File: config.mk
export PLATFORM = sky130hd
export DESIGN_NAME = prog_loader
export DESIGN_NICKNAME = d
export VERILOG_FILES = /design/src/rtl/prog_loader.sv
export SDC_FILE = /design/constraint.sdc
export NUM_CORES = 1
export LEC_CHECK = 0
export ABC_CLOCK_PERIOD_IN_PS = 4200
export CORE_ASPECT_RATIO = 0.5
export CORE_MARGIN = 2
export CORE_UTILIZATION = 50
export DETAILED_ROUTE_END_ITERATION = 12
export GPL_TIMING_DRIVEN = 0
export PLACE_DENSITY = 0.84
export SLEW_MARGIN = 25
export SYNTH_ARGS = -nofsm -noshare
export SYNTH_HDL_FRONTEND = slang
export SYNTH_SLANG_ARGS = --single-unit
File: constraint.sdc
create_clock -name clk -period 4.2 [get_ports clk]
set_clock_uncertainty 0.1 [all_clocks]
set_input_delay 0.63 -clock clk [delete_from_list [all_inputs] [get_ports clk]]
set_output_delay 0.63 -clock clk [all_outputs]
set_load 0.01 [all_outputs]
File: src/rtl/prog_loader.sv
// rtl/prog_loader.sv - packs symbolic instruction beats into 8-bit codes and writes them to instruction memory
module prog_loader #(
  parameter int ADDR_W = 5
) (
  input  logic              clk,
  input  logic              rst_n,
  input  logic              start,
  input  logic              in_valid,
  output logic              in_ready,
  input  logic [1:0]        in_kind,
  input  logic [2:0]        in_rd,
  input  logic [2:0]        in_rs,
  input  logic [5:0]        in_off,
  output logic              imem_we,
  output logic [ADDR_W-1:0] imem_addr,
  output logic [7:0]        imem_wdata,
  output logic [ADDR_W:0]   count,
  output logic              cpu_run,
  output logic              err
);

  localparam int DEPTH = 1 << ADDR_W;
  localparam logic [ADDR_W:0] LAST = (ADDR_W+1)'(DEPTH - 1);

  localparam logic [1:0] KIND_RR  = 2'd0;
  localparam logic [1:0] KIND_IMM = 2'd1;
  localparam logic [1:0] KIND_END = 2'd3;

  typedef enum logic [1:0] {
    S_IDLE  = 2'd0,
    S_LOAD  = 2'd1,
    S_FLUSH = 2'd2,
    S_DONE  = 2'd3
  } state_t;

  state_t            state_q, state_d;
  logic [ADDR_W-1:0] addr_q, addr_d;
  logic [ADDR_W:0]   count_q, count_d;
  logic              err_q, err_d;
  logic              we_q, we_d;
  logic [ADDR_W-1:0] waddr_q, waddr_d;
  logic [7:0]        wdata_q, wdata_d;

  // Bit 7 selects jump, bit 6 selects the immediate ALU operand.
  function automatic logic [7:0] encode(input logic [1:0] kind, input logic [2:0] rd,
                                        input logic [2:0] rs, input logic [5:0] off);
    logic [7:0] code;
    case (kind)
      KIND_RR:  code = {2'b00, rd, rs};
      KIND_IMM: code = {2'b01, rd, rs};
      default:  code = {2'b10, off};
    endcase
    return code;
  endfunction

  always_comb begin
    state_d  = state_q;
    addr_d   = addr_q;
    count_d  = count_q;
    err_d    = err_q;
    we_d     = 1'b0;
    waddr_d  = waddr_q;
    wdata_d  = wdata_q;
    in_ready = (state_q == S_LOAD);
    cpu_run  = (state_q == S_DONE);

    case (state_q)
      S_IDLE, S_DONE: begin
        if (start) begin
          state_d = S_LOAD;
          addr_d  = '0;
          count_d = '0;
          err_d   = 1'b0;
        end
      end
      S_LOAD: begin
        if (in_valid) begin
          if (in_kind != KIND_END) begin
            we_d    = 1'b1;
            waddr_d = addr_q;
            wdata_d = encode(in_kind, in_rd, in_rs, in_off);
            addr_d  = addr_q + 1'b1;
            count_d = count_q + 1'b1;
            if (count_q == LAST) begin
              state_d = S_FLUSH;
            end
          end else if (count_q != '0) begin
            state_d = S_DONE;
          end else begin
            err_d   = 1'b1;
            state_d = S_IDLE;
          end
        end
      end
      S_FLUSH: begin
        state_d = S_DONE;
      end
      default: begin
        state_d = S_IDLE;
      end
    endcase
  end

  always_ff @(posedge clk or negedge rst_n) begin
    if (!rst_n) begin
      state_q <= S_IDLE;
      addr_q  <= '0;
      count_q <= '0;
      err_q   <= 1'b0;
      we_q    <= 1'b0;
      waddr_q <= '0;
      wdata_q <= '0;
    end else begin
      state_q <= state_d;
      addr_q  <= addr_d;
      count_q <= count_d;
      err_q   <= err_d;
      we_q    <= we_d;
      waddr_q <= waddr_d;
      wdata_q <= wdata_d;
    end
  end

  assign imem_we    = we_q;
  assign imem_addr  = waddr_q;
  assign imem_wdata = wdata_q;
  assign count      = count_q;
  assign err        = err_q;

endmodule

# Word level (Yosys, flattened, before mapping)
# Cells that the tools add are included.
# op_classes
add_sub_neg	2
n_mul	0
div_mod_pow	0
order_cmp	0
eq_ne	12
shift	0
muxes	23
n_bitwise	0
n_reduce_logical	9
# op_table
cell	n
$mux W6	3
$pmux W8 S2	1
$mux W5	3
$pmux W6 S2	1
$mux W2	5
$ne A2 B2 Y1 const B	5
$pmux W5 S2	1
$mux W1	7
$add A6 B1 Y6 const B	1
$eq A6 B5 Y1 const B	1
$pmux W2 S3	1
$reduce_and A3 Y1	2
$reduce_bool A6 Y1	1
$add A5 B1 Y5 const B	1
$reduce_and A5 Y1	1
$eq A2 B1 Y1 const B	2
$eq A2 B2 Y1 const B	2
$logic_not A2 Y1	2
$reduce_and A4 Y1	1
$ne A3 B2 Y1 const B	1
$ne A2 B1 Y1 const B	1
$pmux W1 S2	1
$reduce_bool A2 Y1	1
$reduce_or A2 Y1	1
# totals
ff_bits	28
latchBits	0
ram_bits	0
mem_bits_ro	0
input_bits	18
out_inout_bits	23
word_cells	53
memories	0

# Longest topological paths before layout
# Gate-level depths: netlist of the first run.
# logic_depth
depth_word	5
mapped_depth	8
mapped_depth_nobuf	6

# Worst setup path after synthesis of the first run
# OpenSTA, ideal clock, no wires.
# synth_timing
path_kind	input-to-reg
start	in in_kind[1]
end	reg count_q[5] (netlist: count[5])
t_arrival_ns	1.855
required_ns	4.022
path_slack_ns	2.168
stages	6
n_path_buf	2
path_cell_list	buf_6 > and2_4 > buf_6 > o22a_4 > or4_1 > a21oi_1
# synth_via
elab_chain_cells	3
# synth_rtl
item	line	rtl
from (decl)	10	input logic [1:0] in_kind,
$ne A2 B2 Y1	78	if (in_kind != KIND_END) begin
$ne A2 B1 Y1 (no line)	--	
$reduce_and A4 Y1 (no line)	--	
to (signal assigned)	116	count_q <= count_d;
to (decl)	38	logic [ADDR_W:0] count_q, count_d;
# Every way passes these cells.
# A chain may end at the register's enable or synchronous reset.

# Final worst setup path of the first run
# layout_timing
start	reg state_q[1]
end	out in_ready
# layout_via
elab_chain_cells	1
# layout_rtl
item	line	rtl
from (decl)	36	state_t state_q, state_d;
from (signal assigned)	114	state_q <= state_d;
$eq A2 B1 Y1	64	in_ready = (state_q == S_LOAD);
to (decl)	9	output logic in_ready,
# Every way passes these cells.

==> impl_metrics.toml, run 1 <==
[clock_tree]
clkTransAtPathRegs_ps = 100
cts_tree = "built"
postCtsHoldBufs = 0
clk_latency_ps = 270
cts_buffer_depth = 2
h-tree-depth = 1
postCtsResizedCells = 0
cts_buffers = 3
cts-root-buf = "clkbuf_8"
postCtsSetupBuffers = 0
clock_sinks = 28

[synth]
yosysSeqAreaShare_pct = 50.0
ys_seq_elements = 28
synth_cells = 133
synth_cell_types = 35
yosys.cell_count.top_type = "dfrtp_1"
synth_edf_count = 0
synth_warnings = 0
synthesis.nets = 157
synth_area_leaders = "dfrtp_1 (50%), ha_1 (5.4%), a21oi_1 (5.0%)"
ys_async_sr_fraction_pct = 100
syn-cell-area_um2 = 1400
yosys.area.top_type = "dfrtp_1"
synth.top_cell.area_share_pct = 50.0
synthTopCellsByCount = "dfrtp_1 (28), a21oi_1 (14), nor2_1 (13)"
synth_ff_type = "dfrtp_1"
avgSynthCellArea_um2 = 10.5

[route]
drt_iter0_drc = 50
dr_wl_met3_um = 143
wl_mm = 3.04
drcViolationCount = 0
antenna_left = 0
vias = 1179
highest_layer = "met4"
vias_per_cell = 5.54
drt-pass1-iter-count = 4
wl_met1_mm = 1.31
wl_per_cell_um = 14.3
route.met2.wl_mm = 1.55

[critical_path]
crit_type = "reg2out"
setup.worst_path.start = "state_q[1]"
cp-end-kind = "primary output"
worstPathRequired_ps = 3470
max_stage_delay_ps = 530
r2r-start = "state_q[1]"
critPathBufInv = 2
path_cells = "inv_1 -> ha_1 -> clkdlybuf4s50_1"
start_kind = "flip-flop"
arrival_ps = 1450
slowest_stage = "clkdlybuf4s50_1"
crit_family = "buffers and inverters"
cp_max_fo = 4

[global_route]
grt_pass1_vias = 1134
grt_max_degree = 29
antenna_found_initial = 0
grt.overflow.total = 0
grt_pass1_wl_mm = 5.20
grt_use_total_pct = 20.2

[die]
row_count = 13
dieWidth_um = 78.8
fp.dieArea_um2 = 3270
start_util_pct = 53.1
io_pins = 41
design.core.area_um2 = 2640
die_y_um = 41.4

[timing]
hold_viol = 0
finalSetupTns_ps = 0
setup_violations = 0
fmax_mhz = 458
slew_viol_final = 0
maxSlewHeadroom_pct = 58.4
tightest_slew_ps = 625
grt_setup_unrepaired = "false"
finalCritPeriodShare_pct = 51.9
post-route-min-period_ps = 2180

[pwr]
power.density_nw_per_um2 = 628
finalPower_mw = 1.18
leakagePower_nw = 0.810
ir_drop_uv = 292

[cells_and_area]
area_delta_synth_final_pct = 34.8
num-nets-final = 201
n_antenna_cell = 0
multi_input_area_um2 = 637
fillers = 212
final_area_um2 = 1890
ff_latch_area_um2 = 701
drive_above_1_share_pct = 10.2

[placement]
io_buffers = 39
gp_congestion = 0.844
placedInstanceArea_um2 = 1830
dp_hpwl_mm = 2.26

[hold_path]
hold_class = "in2async"

[run]
cap_violations = 0

[run_status]
status = "finished clean"
per-stage QoR:
step / cells / utilization, % / hold WS, ps / setup WS [ps]
floorplan: 133 / - / 234 / 2170
global placement: 209 / 69.7 / 390 / 1760
detailed placement: 209 / 69.5 / 395 / 1740
CTS: 213 / 71.6 / 283 / 2020
global route: 213 / 71.6 / 306 / 1910
finish: 213 / 71.6 / 258 / 2020
report_power, final:
group	switching (mW)	total [mW]	internal, mW
Clock	0.0861	0.170	0.0839
Combinational	0.295	0.580	0.285
Sequential	0.0743	0.434	0.360
Total	0.455	1.18	0.729
kinds of logic after synthesis:
| group | count (synthesis) | synth area share, % |
|---|---|---|
| buffers and inverters | 12 | 4.47 |
| multiplexers | 12 | 9.12 |
| XOR/XNOR | 2 | 1.25 |
| AO/OA/AOI/OAI | 31 | 14.5 |
| flip-flops | 28 | 50.0 |
| adder cells (fa/ha/maj) | 6 | 5.36 |
| AND/OR/NAND/NOR | 42 | 15.3 |
cell usage in the layout, fill, tap and decap left out, types with 2 or more instances in the layout:
master / Yosys / routed
or3_1: 2 / 2
mux2_2: 6 / 6
nand4_1: 2 / 2
or4_1: 2 / 2
clkbuf_8: 0 / 4
o31ai_1: 3 / 3
mux2i_1: 6 / 6
o21ai_0: 4 / 4
dfrtp_1: 28 / 28
a22o_1: 2 / 2
xnor2_1: 2 / 2
nor2_1: 13 / 13
nor3_1: 2 / 2
nor4_1: 2 / 2
inv_1: 8 / 8
buf_2: 2 / 3
nand3_1: 5 / 5
clkdlybuf4s50_1: 0 / 38
ha_1: 6 / 6
a21oi_1: 14 / 14
nand2_1: 7 / 7
buf_6: 2 / 2
final cells by class:
class	count	area share, %
flip-flops and latches	28	37.1
multi-input cells	93	33.8
repair buffers	39	20.4
clock buffers	4	2.92
well taps	37	2.45
plain buffers	4	1.72
inverters	8	1.59
path summary, 6_finish.rpt:
kind,slack [ps],to,cells past startpoint
max in group asynchronous,3330,imem_wdata[0],1
min reg2reg,410,imem_addr[2],1
min,260,addr_q[4],1
max reg2reg,2050,count[5],7
min in group clk,410,imem_addr[2],1
max,2020,in_ready,3
metal layers:
layer  track usage [%]  up-vias
met3              3.91        4
met2              36.2       37
met5                 0        -
met1              25.3      570
met4              5.17        0
li1                  -      568
flip-flops by register name (all words and copies together) (netlist names):
register,cells
addr_q,5
imem_wdata,8
err,1
state_q,2
imem_addr,5
imem_we,1
count,6
Power figures use the tool's default switching activity.
==> run 2, diff against run 1 <==
ABC_CLOCK_PERIOD_IN_PS = 1800   (was 4200)
CORE_UTILIZATION = 42   (was 50)
PLACE_DENSITY = 0.75   (was 0.84)
clock period = 1.8 ns   (was 4.2 ns; I/O delays follow)
==> run 2 against run 1 <==
Net effect: combinational power grew to 3.1 times the previous value; sequential cell count did not move; sequential share of layout area decreased by 4.0 points; worst hold slack worse by 110 ps; count of clock-buffer cells in the layout is 1 lower; power grew to 2.8 times the previous value; global-route usage fell by 1.4 points; register-to-register slack got worse by 2000 ps; final cell count is 7.0% higher; design area rose by 12%; first-iteration DRC count up 66%; critical path type is now reg2reg.
==> impl_metrics.toml, run 2 (synthesis gave the netlist of run 1 again) <==
[critical_path]
cp_max_fo = 5
reg2reg_depth = 5
regToRegSetupSlack_ps = 20
path_cells = "ha_4 -> inv_4 -> o22a_4 -> or4_4 -> a21oi_2"
setup.worst_path.start = "state_q[1]"
endpoint = "addr_q[2]"
start_kind = "flip-flop"
crit_type = "reg2reg"
slowest_stage = "dfrtp_2"
r2r_end = "addr_q[2]"
worstPathRequired_ps = 1920
path_depth = 5
crit_family = "flip-flops"
r2r-start = "state_q[1]"
arrival_ps = 1900
max_stage_delay_ps = 460
critPathBufInv = 1
cp-end-kind = "flip-flop"

[clock_tree]
h-tree-depth = 1
clock_sinks = 28
clkTransAtPathRegs_ps = 100
cts_buffers = 3
clk_latency_ps = 280
cts-root-buf = "clkbuf_8"
cts_buffer_depth = 2
cts_tree = "built"

[global_route]
grt.overflow.total = 0
grt_pass1_vias = 1240
antenna_found_initial = 0
grt_max_degree = 29
grt_pass1_wl_mm = 5.63
grt_use_total_pct = 18.8

[timing]
fmax_mhz = 561
slew_viol_final = 0
finalCritPeriodShare_pct = 98.9
timing.hold.ws_ps = 145
post-route-min-period_ps = 1780
grt_setup_unrepaired = "true"
setup_violations = 0
tightest_slew_ps = 637
hold_viol = 0
maxSlewHeadroom_pct = 57.5

[die]
dieWidth_um = 85.7
io_pins = 41
start_util_pct = 45.4
design.core.area_um2 = 3080
fp.dieArea_um2 = 3840
row_count = 14
die_y_um = 44.8

[cells_and_area]
ff_latch_area_um2 = 702
largest_reg_flops = 8
drive_above_1_share_pct = 25.5
final_cell_mix = "clkdlybuf4s50_1 (36), dfrtp_1 (27), nor2_1 (12), a21oi_1 (12), buf_4 (11)"
final_area_um2 = 2120
n_antenna_cell = 0
multi_input_area_um2 = 757
fillers = 240
num-nets-final = 213
stdcell_count = 228
area_delta_synth_final_pct = 51.1
final_common_cell = "clkdlybuf4s50_1"

[route]
drt_iter0_drc = 83
wl_per_cell_um = 15.1
vias_per_cell = 5.52
wl_mm = 3.45
drt-pass1-iter-count = 4
vias = 1258
antenna_left = 0
drcViolationCount = 0

[pwr]
power.density_nw_per_um2 = 1590
ir_drop_uv = 737
leakagePower_nw = 0.893

[placement]
dp_hpwl_mm = 2.23
gp_congestion = 0.766
placedInstanceArea_um2 = 1870
io_buffers = 39
dp_cells = 212

[hold_path]
hold_class = "in2reg"

[run_status]
status = "finished clean"

[run]
cap_violations = 0
[run 2: layout make-up]
cell class / instances / area share [%]
plain buffers: 3 / 1.30
repair buffers: 51 / 22.5
flip-flops and latches: 28 / 33.2
multi-input cells: 94 / 35.8
well taps: 40 / 2.37
clock buffers: 3 / 1.95
inverters: 8 / 1.54
clock inverters: 1 / 1.42
[run 2: worst reg2reg max path, cell delays in order, from the launching register on]
cell     delay, ps
dfrtp_2        460
ha_4           320
inv_4           50
o22a_4         240
or4_4          420
a21oi_2        130
[run 2: worst min-delay path by stage]
stage,startpoint,end,cells after the start
2_1_floorplan,rst_n,addr_q[0],0
3_3_place_gp,imem_addr[0],imem_addr[0],1
3_5_place_dp,rst_n,imem_addr[2],1
4_1_cts,in_kind[1],imem_wdata[6],2
5_1_grt,in_kind[1],imem_wdata[6],2
6_report,in_kind[1],imem_wdata[6],2
[run 2: report_power, final]
group          internal (mW)  switching (mW)
combinational          0.942           0.881
sequential             0.842           0.195
clock                  0.298           0.203
[run 2: what timing repair did]
| action | 4_1_cts | 5_1_grt |
|---|---|---|
| pin swaps | 4 | 3 |
| hold buffers | 1 | 0 |
| gates resized for setup | 12 | 11 |
| endpoints found under the setup margin | 21 | 16 |
| setup buffers | 6 | 5 |
| hold endpoints to repair | 28 | 0 |
| cloned | 1 | 0 |
[run 2: per-layer routing]
layer	wire [um]	global-route usage (%)	vias to the layer above	share of wire (%)
li1	-	-	597	-
met1	1570	23.4	607	45
met2	1660	34.1	48	48
met3	183	4.94	6	5.3
met4	32	4.13	0	0.93
met5	0	0	-	0
[run 2: per-stage QoR]
step                worst slack, ps  setup TNS (ps)  utilization [%]  power [mW]
floorplan                      63.3               0                -        1.87
global placement               -233           -4950             61.0        2.42
detailed placement             -269           -4200             60.8        2.47
CTS                           -6.99           -10.6             66.4        3.18
global route                  -34.1            -111             68.6        3.57
finish                         19.0               0             68.6        3.36
==> RTL change: new RTL, flow settings as in run 2 <==
One comparison of `count_q` changes from == to >=.
--- a/src/rtl/prog_loader.sv
+++ b/src/rtl/prog_loader.sv
@@ -82,5 +82,5 @@
             addr_d  = addr_q + 1'b1;
             count_d = count_q + 1'b1;
-            if (count_q == LAST) begin
+            if (count_q >= LAST) begin
               state_d = S_FLUSH;
             end
Function: no difference found for any inputs over 10 cycles, from zero or initial values and one cycle with rst_n low; that may be too few to reach the edited logic, so the function may still have changed.
==> RTL change against run 2 <==
  * The flow now finishes with violations (negative setup slack)
  * Setup slack worse by 41 ps
  * Total power is 9.5% higher
  * Core utilization is 1.7 points lower
  * Cell area is 6.9% higher
  * Routed wire length is 15% higher
  * Synthesized area is 4.5% higher
  * Sequential cell count stayed put
  * Die area is 4.2% higher
  * Largest power group unchanged
  * Highest routed layer unchanged
==> RTL change: results (changes against run 2) <==
Critical path
  – Worst R2R Path Depth: 7 (was 5)
  – CP top delay family: compound AO/OA/AOI/OAI gates (was flip-flops)
  – Crit-path slowest cell: dfrtp_2 (unchanged)
  – R2R Setup Slk: -20 ps (was 20 ps)
  – CP Max Fanout: 8 (was 5)
  – CP Launch Type: flop (unchanged)
  – Worst EP arrival: 1950 ps (was 1900 ps)
  – Critical R2R Capture: count[5] (was addr_q[2])
  – Reg2reg start: state_q[1] (unchanged)

Yosys
  – Asr flop ratio synth: 100% (unchanged)
  – Avg Cell Area, Syn: 9.32 um2 (was 10.5 um2)
  – Unique cell type count in the Yosys netlist: 31 (was 35)
  – Net count after synthesis: 181 (was 157)
  – Sequential area share after synthesis: 47.9% (was 50.0%)
  – Post-synth top area share: 47.9% (was 50.0%)
  – Top cells by count, synth: nand2_1, dfrtp_1, o21ai_0 (was dfrtp_1, a21oi_1, nor2_1)
  – Largest cells by area after synthesis: dfrtp_1, nand2_1, o21ai_0, ha_1, mux2i_1 (was dfrtp_1, ha_1, a21oi_1, mux2_2, mux2i_1)

STA
  – Fin Setup TNS: -43.3 ps (was 0 ps)
  – Worst setup margin: -21.6 ps (was 19.0 ps)
  – # setup viols final: 4 (was 0)
  – Rel. slew slack: 57.8% (was 57.5%)

Drt
  – DRT iter0 DRCs: 53 (was 83)
  – Drt total wl: 3950 um (was 3450 um)
  – Avg WL per Cell: 15.2 um (was 15.1 um)
  – Vias per inst: 5.35 (was 5.52)

Cells and area
  – Share of cells above drive strength 1: 28.9% (was 25.5%)
  – Number of fill cells in the layout: 279 (was 240)
  – # diodes: 0 (unchanged)

Global routing
  – First-pass GRT wire length: 5940 um (was 5630 um)
  – Number of global-route vias before repair: 1229 (was 1240)
  – Initial antenna violation count: 0 (unchanged)
  – Total Routing Usage GR: 19.9% (was 18.8%)

Placed design
  – DP HPWL: 2440 um (was 2230 um)
  – Final Wtd Congestion: 0.824 (was 0.766)
  – Placed insts: 239 (was 212)
  – Number of I/O port buffers: 40 (was 39)

Pwr
  – Leakage Power: 1.01 nW (was 0.893 nW)
  – Worst IR Drop VDD: 1080 uV (was 737 uV)

Hold path
  – WHS Endpoint: imem_addr[4] (was imem_wdata[6])
  – Hold Startpoint: imem_addr[4] (was in_kind[1])
  – HP Class: reg2reg (was in2reg)

Clocking
  – CTS Buf Count: 3 (unchanged)

Status
  – Failing checks: negative setup slack
  – Status: complete, but fails checks (was completed)
RTL change: cell type report:
type / instances / area (um2) / share of cell area [%]
plain buffers: 6 / 42.5 / 1.88
clock buffers: 3 / 41.3 / 1.83
clock inverters: 1 / 30.0 / 1.33
inverters: 6 / 26.3 / 1.16
multi-input cells: 116 / 821 / 36.3
flip-flops and latches: 28 / 704 / 31.2
well taps: 42 / 52.6 / 2.32
repair buffers: 58 / 543 / 24.0
RTL change: cells by family after synthesis:
family          share of synthesized area [%]
fa+ha+maj                                5.13
flops                                    47.9
simple gates                             23.4
mux                                      5.56
compound gates                           13.9
buf+inv                                  4.19
RTL change: how the worst max path moves through the flow:
stage	cells after the start	slack (ps)	to
floorplan	7	-10	count[5]
global placement	1	-170	count[0]
detailed placement	6	-190	state_q[1]
CTS	7	-50	count[4]
global route	7	-90	addr_q[3]
finish	7	-20	count[5]
RTL change: power by group:
part	internal (mW)	total, mW	switching, mW
Clock	0.299	0.525	0.226
Sequential	0.851	1.01	0.157
Combinational	1.12	2.15	1.02
Total	2.27	3.68	1.41
RTL change: per-layer routing:
layer	global-route usage [%]	routed length [um]	vias to the layer above	part of all wire, %
met4	8.92	91	0	2.3
met3	3.99	168	11	4.3
met2	33.2	1950	30	49
li1	-	-	669	-
met1	25.7	1740	681	44
met5	0	0	-	0
RTL change: through the flow:
| stage | area, um2 | utilization, % | hold slack [ps] | worst slack [ps] | total power [mW] |
|---|---|---|---|---|---|
| floorplan | 1480 | - | -126 | -14.2 | 1.92 |
| global placement | 1930 | 57.2 | 357 | -172 | 2.51 |
| detailed placement | 1930 | 57.0 | 220 | -195 | 2.58 |
| CTS | 2130 | 63.1 | 389 | -51.6 | 3.34 |
| global route | 2260 | 66.9 | 414 | -86.9 | 3.92 |
| finish | 2260 | 66.9 | 383 | -21.6 | 3.68 |
RTL change: timing repair:
item / CTS / global route
endpoints found under the hold margin: 28 / 0
setup buffers: 6 / 9
gates cloned: 1 / 1
resized for setup: 16 / 31
hold buffers: 1 / 0
pin swaps: 1 / 14
setup endpoints to repair: 14 / 25
RTL change: worst register-to-register path: stages, from the launching register on:
cell and delay [ps]:
dfrtp_2 450, inv_2 80, ha_4 170, a21boi_4 240
a21oi_4 120, buf_6 130, or3_4 320, a21oi_2 140
